===== config.mk =====
export PLATFORM = sky130hd
export DESIGN_NAME = memory_arbiter
export DESIGN_NICKNAME = d
export VERILOG_FILES = /design/src/rtl/memory_arbiter.sv
export SDC_FILE = /design/constraint.sdc
export NUM_CORES = 1
export LEC_CHECK = 0
export CAP_MARGIN = 20
export CORE_ASPECT_RATIO = 2
export CORE_MARGIN = 5
export CORE_UTILIZATION = 30
export DETAILED_ROUTE_END_ITERATION = 8
export GPL_TIMING_DRIVEN = 0
export PLACE_DENSITY = 0.59
export SLEW_MARGIN = 15
export SYNTH_ARGS = -nofsm -noshare
export SYNTH_HDL_FRONTEND = slang
export SYNTH_SLANG_ARGS = --single-unit

===== constraint.sdc =====
create_clock -name clk -period 11.9 [get_ports clk]
set_input_delay 2.38 -clock clk [delete_from_list [all_inputs] [get_ports clk]]
set_output_delay 2.38 -clock clk [all_outputs]
set_load 0.01 [all_outputs]

===== src/rtl/memory_arbiter.sv =====
// Shares one single-port instruction/data memory between fetch and load/store.
// Sub-word stores use read-modify-write. MEM_ARB_ROUND_ROBIN_EN selects round-robin arbitration.
module memory_arbiter #(
    parameter int WORD_SIZE = 32
) (
    input  logic                 clk,
    input  logic                 rst,
    input  logic                 if_req_valid,
    output logic                 if_req_ready,
    input  logic [WORD_SIZE-1:0] if_addr,
    output logic                 if_resp_valid,
    output logic [WORD_SIZE-1:0] if_rdata,
    input  logic                 d_req_valid,
    output logic                 d_req_ready,
    input  logic                 d_we,
    input  logic [1:0]           d_size,
    input  logic [WORD_SIZE-1:0] d_addr,
    input  logic [WORD_SIZE-1:0] d_wdata,
    output logic                 d_resp_valid,
    output logic [WORD_SIZE-1:0] d_rdata,
    output logic                 mem_write_en,
    output logic [WORD_SIZE-1:0] mem_addr,
    output logic [WORD_SIZE-1:0] mem_write_data,
    input  logic [WORD_SIZE-1:0] mem_data
);

    typedef enum logic [2:0] {IDLE, RD, WR, RMW_RD, RMW_WR} state_t;

    state_t               state;
    logic                 owner_d;
    logic [1:0]           size_q;
    logic [WORD_SIZE-1:0] wdata_q;
    logic                 grant_d;
    logic                 grant_f;
    logic                 accept_d;
    logic                 accept_f;
    logic [WORD_SIZE-1:0] merge;

`ifdef MEM_ARB_ROUND_ROBIN_EN
    logic last_d;   // 1 = data won the last accept, 0 = fetch

    always_comb begin
        grant_d = d_req_valid;
        if (d_req_valid && if_req_valid)
            grant_d = !last_d;
        grant_f = if_req_valid && !grant_d;
    end
`else
    always_comb begin
        grant_d = d_req_valid;
        grant_f = if_req_valid && !d_req_valid;
    end
`endif

    assign d_req_ready  = (state == IDLE) && !rst && grant_d;
    assign if_req_ready = (state == IDLE) && !rst && grant_f;
    assign accept_d     = d_req_valid && d_req_ready;
    assign accept_f     = if_req_valid && if_req_ready;

    always_comb begin
        merge = mem_data;
        if (size_q == 2'b00)
            merge = {mem_data[WORD_SIZE-1:8], wdata_q[7:0]};
        else if (size_q == 2'b01)
            merge = {mem_data[WORD_SIZE-1:16], wdata_q[15:0]};
    end

    // mem_addr doubles as the latched request address for the whole access.
    always_ff @(posedge clk or posedge rst) begin
        if (rst) begin
            state          <= IDLE;
            owner_d        <= 1'b0;
            size_q         <= '0;
            wdata_q        <= '0;
            if_resp_valid  <= 1'b0;
            if_rdata       <= '0;
            d_resp_valid   <= 1'b0;
            d_rdata        <= '0;
            mem_write_en   <= 1'b0;
            mem_addr       <= '0;
            mem_write_data <= '0;
`ifdef MEM_ARB_ROUND_ROBIN_EN
            last_d         <= 1'b0;
`endif
        end else begin
            if_resp_valid <= 1'b0;
            d_resp_valid  <= 1'b0;
            case (state)
                IDLE: begin
                    if (accept_d) begin
                        owner_d  <= 1'b1;
                        mem_addr <= d_addr;
                        size_q   <= d_size;
                        wdata_q  <= d_wdata;
                        if (!d_we) begin
                            state <= RD;
                        end else if (d_size[1]) begin
                            state          <= WR;
                            mem_write_en   <= 1'b1;
                            mem_write_data <= d_wdata;
                        end else begin
                            state <= RMW_RD;
                        end
                    end else if (accept_f) begin
                        owner_d  <= 1'b0;
                        mem_addr <= if_addr;
                        state    <= RD;
                    end
`ifdef MEM_ARB_ROUND_ROBIN_EN
                    if (accept_d || accept_f)
                        last_d <= accept_d;
`endif
                end
                RD: begin
                    if (owner_d) begin
                        d_rdata      <= mem_data;
                        d_resp_valid <= 1'b1;
                    end else begin
                        if_rdata      <= mem_data;
                        if_resp_valid <= 1'b1;
                    end
                    mem_addr <= '0;
                    state    <= IDLE;
                end
                RMW_RD: begin
                    mem_write_en   <= 1'b1;
                    mem_write_data <= merge;
                    state          <= RMW_WR;
                end
                WR, RMW_WR: begin
                    d_rdata        <= '0;
                    d_resp_valid   <= 1'b1;
                    mem_write_en   <= 1'b0;
                    mem_write_data <= '0;
                    mem_addr       <= '0;
                    state          <= IDLE;
                end
                default: state <= IDLE;
            endcase
        end
    end

endmodule


Yosys cells after proc, flatten, opt, wreduce, memory -nomap -nowiden
Index checks and enable logic that the tools add are counted.
{"block": "totals", "ff_bits": 153, "latch_bits": 0, "ramBits": 0, "mem_bits_ro": 0, "inputBits": 135, "output_inout_bits": 133, "word_cells": 70, "memories": 0}
{"block": "op_classes", "add_sub_neg": 0, "mul": 0, "div_mod_pow": 0, "order_cmp": 0, "eq_ne": 10, "shifts": 0, "muxes": 26, "bitwise_logic": 1, "reduce_logical": 22}
{"operator": "$mux W32", "count": 6}
{"operator": "$pmux W32 S2", "count": 2}
{"operator": "$pmux W32 S3", "count": 1}
{"operator": "$mux W16", "count": 2}
{"operator": "$reduce_and A2 Y1", "count": 5}
{"operator": "$mux W1", "count": 9}
{"operator": "$ne A2 B2 Y1 const B", "count": 4}
{"operator": "$eq A3 B2 Y1 const B", "count": 2}
{"operator": "$logic_and A1 B1 Y1", "count": 6}
{"operator": "$mux W3", "count": 2}
{"operator": "$pmux W3 S2", "count": 1}
{"operator": "$reduce_bool A2 Y1", "count": 3}
{"operator": "$reduce_and A4 Y1", "count": 1}
{"operator": "$eq A3 B1 Y1 const B", "count": 1}
{"operator": "$eq A3 B3 Y1 const B", "count": 1}
{"operator": "$logic_not A3 Y1", "count": 1}
{"operator": "$ne A3 B3 Y1 const B", "count": 1}
{"operator": "$pmux W1 S3", "count": 1}
{"operator": "$reduce_bool A3 Y1", "count": 1}
{"operator": "$reduce_or A3 Y1", "count": 1}
{"operator": "$eq A2 B1 Y1 const B", "count": 1}
{"operator": "$logic_not A1 Y1", "count": 2}
{"operator": "$logic_not A2 Y1", "count": 1}
{"operator": "$mux W2", "count": 1}
{"operator": "3 further kinds", "count": 3}

Logic depth before layout (Yosys ltp)
Gate-level depths: netlist of the first run.
{"block": "depth", "depth_word": 7, "ltp_mapped": 8, "ltp_nobuf": 4}

Worst setup path before layout of the first run
OpenSTA, ideal clock, no wires.
{"block": "synth_path", "path_type": "in2out", "start": "input rst", "end": "output if_req_ready", "arrival_ps": 3059, "required_ps": 9520, "setup_slack_ps": 6461, "cell_stages": 4, "cell_sequence": "nor4_4 > and3b_1 > buf_2 > buf_2"}
{"block": "synth_via", "elab_chain_cells": 3}
{"item": "start, declared", "line": "7", "text": "input logic rst,"}
{"item": "$logic_not A1 Y1 (no line)"}
{"item": "$logic_and A1 B1 Y1 (2 in series)", "line": "56", "text": "assign if_req_ready = (state == IDLE) && !rst && grant_f;"}
{"item": "end, declared", "line": "9", "text": "output logic if_req_ready,"}
No other way between the ends.

Worst setup path in the final report of the first run
{"block": "layout_path", "start": "input rst", "end": "output d_req_ready"}
{"block": "layout_via", "elab_chain_cells": 3}
{"item": "$logic_not A1 Y1 (no line)"}
{"item": "$logic_and A1 B1 Y1 (2 in series)", "line": "55", "text": "assign d_req_ready = (state == IDLE) && !rst && grant_d;"}
{"item": "end, declared", "line": "14", "text": "output logic d_req_ready,"}
No other way between the ends.

==> results of run 1 <==
## worst reg2reg max path: stages (launching register included)
cell	delay, ns
dfrtp_1	0.32
buf_4	0.17
nor2b_1	0.13
buf_2	0.23
nor3b_4	0.47
buf_6	0.25
mux2_2	0.35
## through the flow
stage | area, um2 | setup slack, ns
after floorplan | 6660 | 5.40
after CTS | 10300 | 4.99
after global placement | 9680 | 2.74
after detailed placement | 9710 | 5.02
after global routing | 10300 | 4.83
final | 10300 | 5.01
## path summary, 6_finish.rpt
kind	endpoint	slack, ns
worst max-delay path	d_req_ready	5.01
worst min-delay path	d_rdata[12]	0.47
worst max register to register	if_rdata[13]	9.87
worst min register to register	d_rdata[12]	0.47
max in group asynchronous	if_rdata[24]	8.54
min in group asynchronous	mem_addr[29]	2.58
## synth_stat cells (all sizes together)
master,count
mux2,67
nor3,1
o21bai,1
a222oi,32
dfrtp,153
and3b,1
and2,3
xor2,1
inv,35
a21oi,16
nand2,81
nand3b,1
and3,1
nand4b,1
buf,38
a31oi,16
nor2,33
clkbuf,13
a31o,1
a22o,16
o21a,2
a21o,1
a221oi,1
o21ai,32
a22oi,16
nor3b,1
nor2b,2
nand2b,2
a221o,1
nand3,17
o211a,1
nor4,1
## sequential cells by signal, indices dropped and copies added (netlist names)
name / cells
state: 3
d_resp_valid: 1
if_rdata: 32
mem_addr: 32
owner_d: 1
wdata_q: 16
d_rdata: 32
mem_write_data: 32
size_q: 2
mem_write_en: 1
if_resp_valid: 1
## metal layers
metal | track usage (%) | up-vias | wire length (um)
met5 | 0 | - | 8
met4 | 8.54 | 2 | 878
met3 | 4.90 | 48 | 1400
met2 | 34.5 | 191 | 13200
met1 | 20.6 | 2762 | 8720
li1 | - | 2673 | -
## power groups by stage
| stage | Sequential, W | Combinational (W) | Clock, W |
|---|---|---|---|
| floorplan | 0.000818 | 0.000206 | 0 |
| global placement | 0.000754 | 0.000681 | 0 |
| detailed placement | 0.000759 | 0.000688 | 0 |
| CTS | 0.000751 | 0.000690 | 0.000583 |
| global route | 0.000771 | 0.000728 | 0.000607 |
| finish | 0.000750 | 0.000676 | 0.000567 |
## cell families after synthesis
kind of cell,Yosys count,share of synthesized area [%]
multiplexers,67,11.3
AO/OA/AOI/OAI,136,14.9
buffers and inverters,86,6.58
XOR/XNOR,1,0.132
flip-flops,153,57.5
AND/OR/NAND/NOR,145,9.51
## layout make-up
cell class,count,area share (%)
diodes,1,0.0242
plain buffers,51,2.97
clock buffers,21,4.55
clock inverters,11,1.41
inverters,35,1.34
multi-input cells,349,23.1
flip-flops and latches,153,37.1
well taps,276,3.34
repair buffers,268,26.1
## layout by cell type, fill, tap and decap left out, drive strengths merged
master,instances
nor4,1
nor2,33
bufinv,3
a222oi,32
nand2b,2
nand3,17
clkbuf,34
a21oi,16
nand4b,1
nor3,1
a31oi,16
clkdlybuf4s50,267
nand2,81
buf,39
o21a,2
and3,1
a221o,1
nor2b,2
a21o,1
nand3b,1
a31o,1
diode,1
o21bai,1
a22oi,16
inv,35
mux2,67
clkinvlp,3
clkinv,5
o21ai,32
o211a,1
nor3b,1
a221oi,1
a22o,16
xor2,1
dfrtp,153
and2,3
and3b,1
==> run_results.csv, run 1 <==
group,metric,value,unit
sta,post-route-period-util,57.9,%
hold_path,hold_depth,2,
floorplanning,core-area,22000,um2
synthesis,synth_area_leaders,"dfrtp_1 58%, mux2_2 11%, a222oi_1 4.8%",
sta,final-setup-viol-count,0,
sta,worst_pin_slew,0.657,ns
cts,cts_resized,0,
floorplanning,initial_utilization,30.3,%
power,clockPowerShare,28.4,%
drt,first_pass_iters,7,
place,io_buffers,267,
floorplanning,io_pins,268,
synthesis,synth_top_cell_area_share,57.5,%
power,p_total,0.00199,W
final_layout,drive_gt1_share,16.1,%
synthesis,yosys_register_bits,153,
drt,post_drt_wl_per_cell,20.8,um
setup_path,end_kind,"output pin",
setup_path,cp.depth,6,
cts,cts_sinks,153,
global_route,antenna_found_initial,1,
sta,hold_viol,0,
setup_path,path_max_fanout,10,
drt,final_antenna_net_count,0,
place,dp_hpwl,18400,um
drt,drt_iter0_drc,301,
floorplanning,die_h,221,um
cts,clock_path_buffers,2,
cts,clockRootBuffer,"clkbuf_16",
cts,cts_tree,"built",
cts,h-tree-depth,4,
final_layout,multiInputGateArea,2390,um2
setup_path,crit_start,"rst",
place,globalplace.congestion,0.811,
floorplanning,die_area,25500,um2
sta,hold_ws,0.472,ns
place,dpl.cell_count,1132,
synthesis,ys_seq_area_share,57.5,%
global_route,grt_pass1_vias,6126,
cts,cts_buffers,17,
power,p_sw_share,29.3,%
final_layout,fin_util,47.0,%
global_route,grtUsageTotal,19.1,%
hold_path,min_from,"d_rdata[12]",
setup_path,crit_type,"primary input to output pin",
floorplanning,die_x,115,um
power,max-vdd-ir-drop,0.101,mV
setup_path,worstPathArrival,4.51,ns
power,power-per-cell-area,193,nW/um2
global_route,grt_pass1_wl,36000,um
synthesis,syn_area,6660,um2
cts,cts_setup_buffers,0,
sta,fmaxAchievable,145,MHz
drt,via_count,5676,
drt,vias_per_cell,4.87,
power,seqPwrFrac,37.6,%
synthesis,avgSynthCellArea,11.3,um2
sta,setup_tns,0,ns
setup_path,crit_family,"buffers and inverters",
sta,skew,0.00577,ns
final_layout,regArea,3830,um2
setup_path,r2r-start,"state[0]",
floorplanning,row_count,77,
power,internal-power,0.00141,W
sta,slew_violations,0,
run_status,outcome,"finished, final reports clean",
synthesis,syn_inst,588,
cts,cts_hold_buffers,0,
sta,relSlewSlack,56.2,%
synthesis,syn_nets,723,
setup_path,crit_slowest_cell,"clkdlybuf4s50_1",
synthesis,ys_types,35,
final_layout,stdcell_count,1165,
sta,grt_setup_unrepaired,"no",
flow_run,max_cap_viol_count,0,
cts,clk_pin_slew_worst_paths,0.06,ns
setup_path,worstPathRequired,9.52,ns
final_layout,syn_to_final_growth,55.1,%
power,pwr-share-comb,33.9,%
global_route,grt_max_degree,88,
drt,routed_wirelength,24200,um
power,switchingPower,0.000584,W
synthesis,yosysTopAreaCell,"dfrtp_1",
setup_path,path_cells,"clkdlybuf4s50_1 > nor4_4 > and2_1 > buf_2 > buf_2 > clkdlybuf4s50_1",
global_route,grt_overflow,0,
final_layout,nNetsFinal,1010,
setup_path,start_kind,"primary input",
setup_path,reg2reg_depth,6,
setup_path,slowest_delay,0.59,ns
power,leakagePower,4.58,nW
cts,insertion_delay,0.43,ns
final_layout,n_fill_cell,2083,
sta,finalWorstPathRequiredPeriod,6.89,ns
setup_path,critical_path_buf_inv_count,4,
drt,drc_errors,0,
hold_path,hp-class,"flop to flop",
synthesis,yosys_warnings,0,
Power figures use the tool's default switching activity.
==> run 2: changes to the inputs <==
- clock period: 11.9 -> 6.6 ns (I/O delays scaled with it)
==> results of run 2 <==
The final DEF is identical to that of run 1. Status: finished, final reports clean.
Among the figures that moved: setup slack after placement 5.02 ns -> 1.84 ns; setup slack after layout 5.01 ns -> 1.83 ns; register-to-register setup slack 9.87 ns -> 4.57 ns; total power 0.00199 W -> 0.00359 W; worst IR drop on VDD 0.101 mV -> 0.182 mV
==> run 3: changes to the inputs <==
- clock period: 6.6 -> 4.9 ns (I/O delays scaled with it)
==> run 3 against run 2 <==
Against the previous run:
- worst hold slack improved by 0.0085 ns
- setup slack worse by 0.93 ns
- combinational power up 34%
- routed wire length is 1.1% higher
- die area did not move
- utilization is 0.20 points higher
- largest cell class unchanged
- highest routed layer is now met4
==> run_results.csv, run 3 (synthesis results as in run 1) <==
group,metric,value,unit
floorplanning,initial_utilization,30.3,%
flow_run,max_cap_viol_count,0,
power,leakagePower,4.60,nW
floorplanning,io_pins,268,
global_route,grt_overflow,0,
place,dp_worst_setup_slack,0.853,ns
final_layout,drive_gt1_share,16.6,%
run_status,outcome,"finished, final reports clean",
setup_path,path_max_fanout,10,
drt,routed_wirelength,24500,um
setup_path,crit_type,"primary input to output pin",
cts,clock_path_buffers,2,
global_route,grt_max_degree,35,
global_route,grtUsageTotal,18.9,%
final_layout,mostFrequentLayoutCells,"267 x clkdlybuf4s50_1, 153 x dfrtp_1, 81 x nand2_1",
drt,final_antenna_net_count,0,
setup_path,start_kind,"primary input",
drt,via_count,5652,
sta,setup_tns,0,ns
setup_path,worstPathArrival,3.02,ns
cts,clockRootBuffer,"clkbuf_16",
global_route,grt_pass1_wl,36000,um
floorplanning,die_h,221,um
cts,cts_hold_buffers,0,
cts,cts_buffers,17,
place,dp_hpwl,18800,um
sta,fin_ws,0.898,ns
drt,drt_iter0_drc,373,
cts,insertion_delay,0.43,ns
floorplanning,die_area,25500,um2
final_layout,final_common_cell,"clkdlybuf4s50_1",
cts,cts_resized,0,
sta,final-setup-viol-count,0,
cts,clk_pin_slew_worst_paths,0.06,ns
setup_path,worstPathRequired,3.92,ns
cts,cts_tree,"built",
sta,finalWorstPathRequiredPeriod,4.00,ns
sta,fmaxAchievable,250,MHz
global_route,antenna_found_initial,1,
power,max-vdd-ir-drop,0.271,mV
sta,hold_viol,0,
power,power-per-cell-area,462,nW/um2
floorplanning,row_count,77,
sta,skew,0.00606,ns
sta,grt_setup_unrepaired,"no",
sta,post-route-period-util,81.7,%
floorplanning,die_x,115,um
drt,first_pass_iters,8,
cts,cts_sinks,153,
place,globalplace.congestion,0.789,
drt,vias_per_cell,4.83,
hold_path,min_from,"d_rdata[23]",
sta,worst_pin_slew,0.642,ns
setup_path,r2r-start,"state[0]",
cts,cts_setup_buffers,0,
final_layout,nNetsFinal,1014,
global_route,grt_pass1_vias,5997,
place,io_buffers,267,
setup_path,crit_start,"rst",
sta,slew_violations,0,
cts,h-tree-depth,4,
drt,post_drt_wl_per_cell,20.9,um
floorplanning,core-area,22000,um2
hold_path,hp-class,"flop to flop",
setup_path,end_kind,"output pin",
sta,relSlewSlack,57.1,%
final_layout,syn_to_final_growth,55.8,%
drt,drc_errors,0,
[run 3: final timing paths]
| check | endpoint | slack [ns] | depth (start not counted) |
|---|---|---|---|
| worst max-delay path | d_req_ready | 0.90 | 6 |
| min in group asynchronous | state[0] | 1.13 | 2 |
| worst min register to register | d_rdata[23] | 0.48 | 2 |
| max in group asynchronous | wdata_q[11] | 2.93 | 4 |
| worst max register to register | if_rdata[0] | 2.75 | 6 |
| worst min-delay path | d_rdata[23] | 0.48 | 2 |
[run 3: where the power goes]
part	internal [W]	switching (W)	leakage (nW)
Sequential	0.00163	0.000198	1.85
Clock	0.000722	0.000604	0.284
Combinational	0.000957	0.000687	2.47
Total	0.00331	0.00149	4.60
[run 3: worst max-delay path, stage by stage]
cell and delay (ns):
clkdlybuf4s50_1 0.53, nor4_4 0.28, and2_1 0.17, buf_2 0.21, buf_2 0.27, clkdlybuf4s50_1 0.57
[run 3: final cells by class]
type	count	area, um2
multi-input cells	349	2390
inverters	35	135
flip-flops and latches	153	3830
diodes	2	5.00
clock buffers	17	425
well taps	276	345
repair buffers	272	2780
plain buffers	51	307
clock inverters	15	156
fillers	2083	11600
[run 3: through the flow]
step / std cells / area (um2) / hold WS, ns / total power (W) / util (%)
global placement: 1131 / 9680 / 0.463 / 0.00349 / 44.1
floorplan: 588 / 6660 / 0.473 / 0.00249 / -
CTS: 1168 / 10400 / 0.486 / 0.00487 / 47.2
detailed placement: 1136 / 9790 / 0.471 / 0.00352 / 44.6
finish: 1170 / 10400 / 0.481 / 0.00480 / 47.2
global route: 1169 / 10400 / 0.502 / 0.00506 / 47.2
[run 3: metal layers]
metal	part of all wire (%)	track usage, %	vias up
li1	-	-	2682
met1	37	20.8	2745
met2	55	34.4	189
met3	5.3	4.46	36
met4	2.9	7.68	0
met5	0	0	-
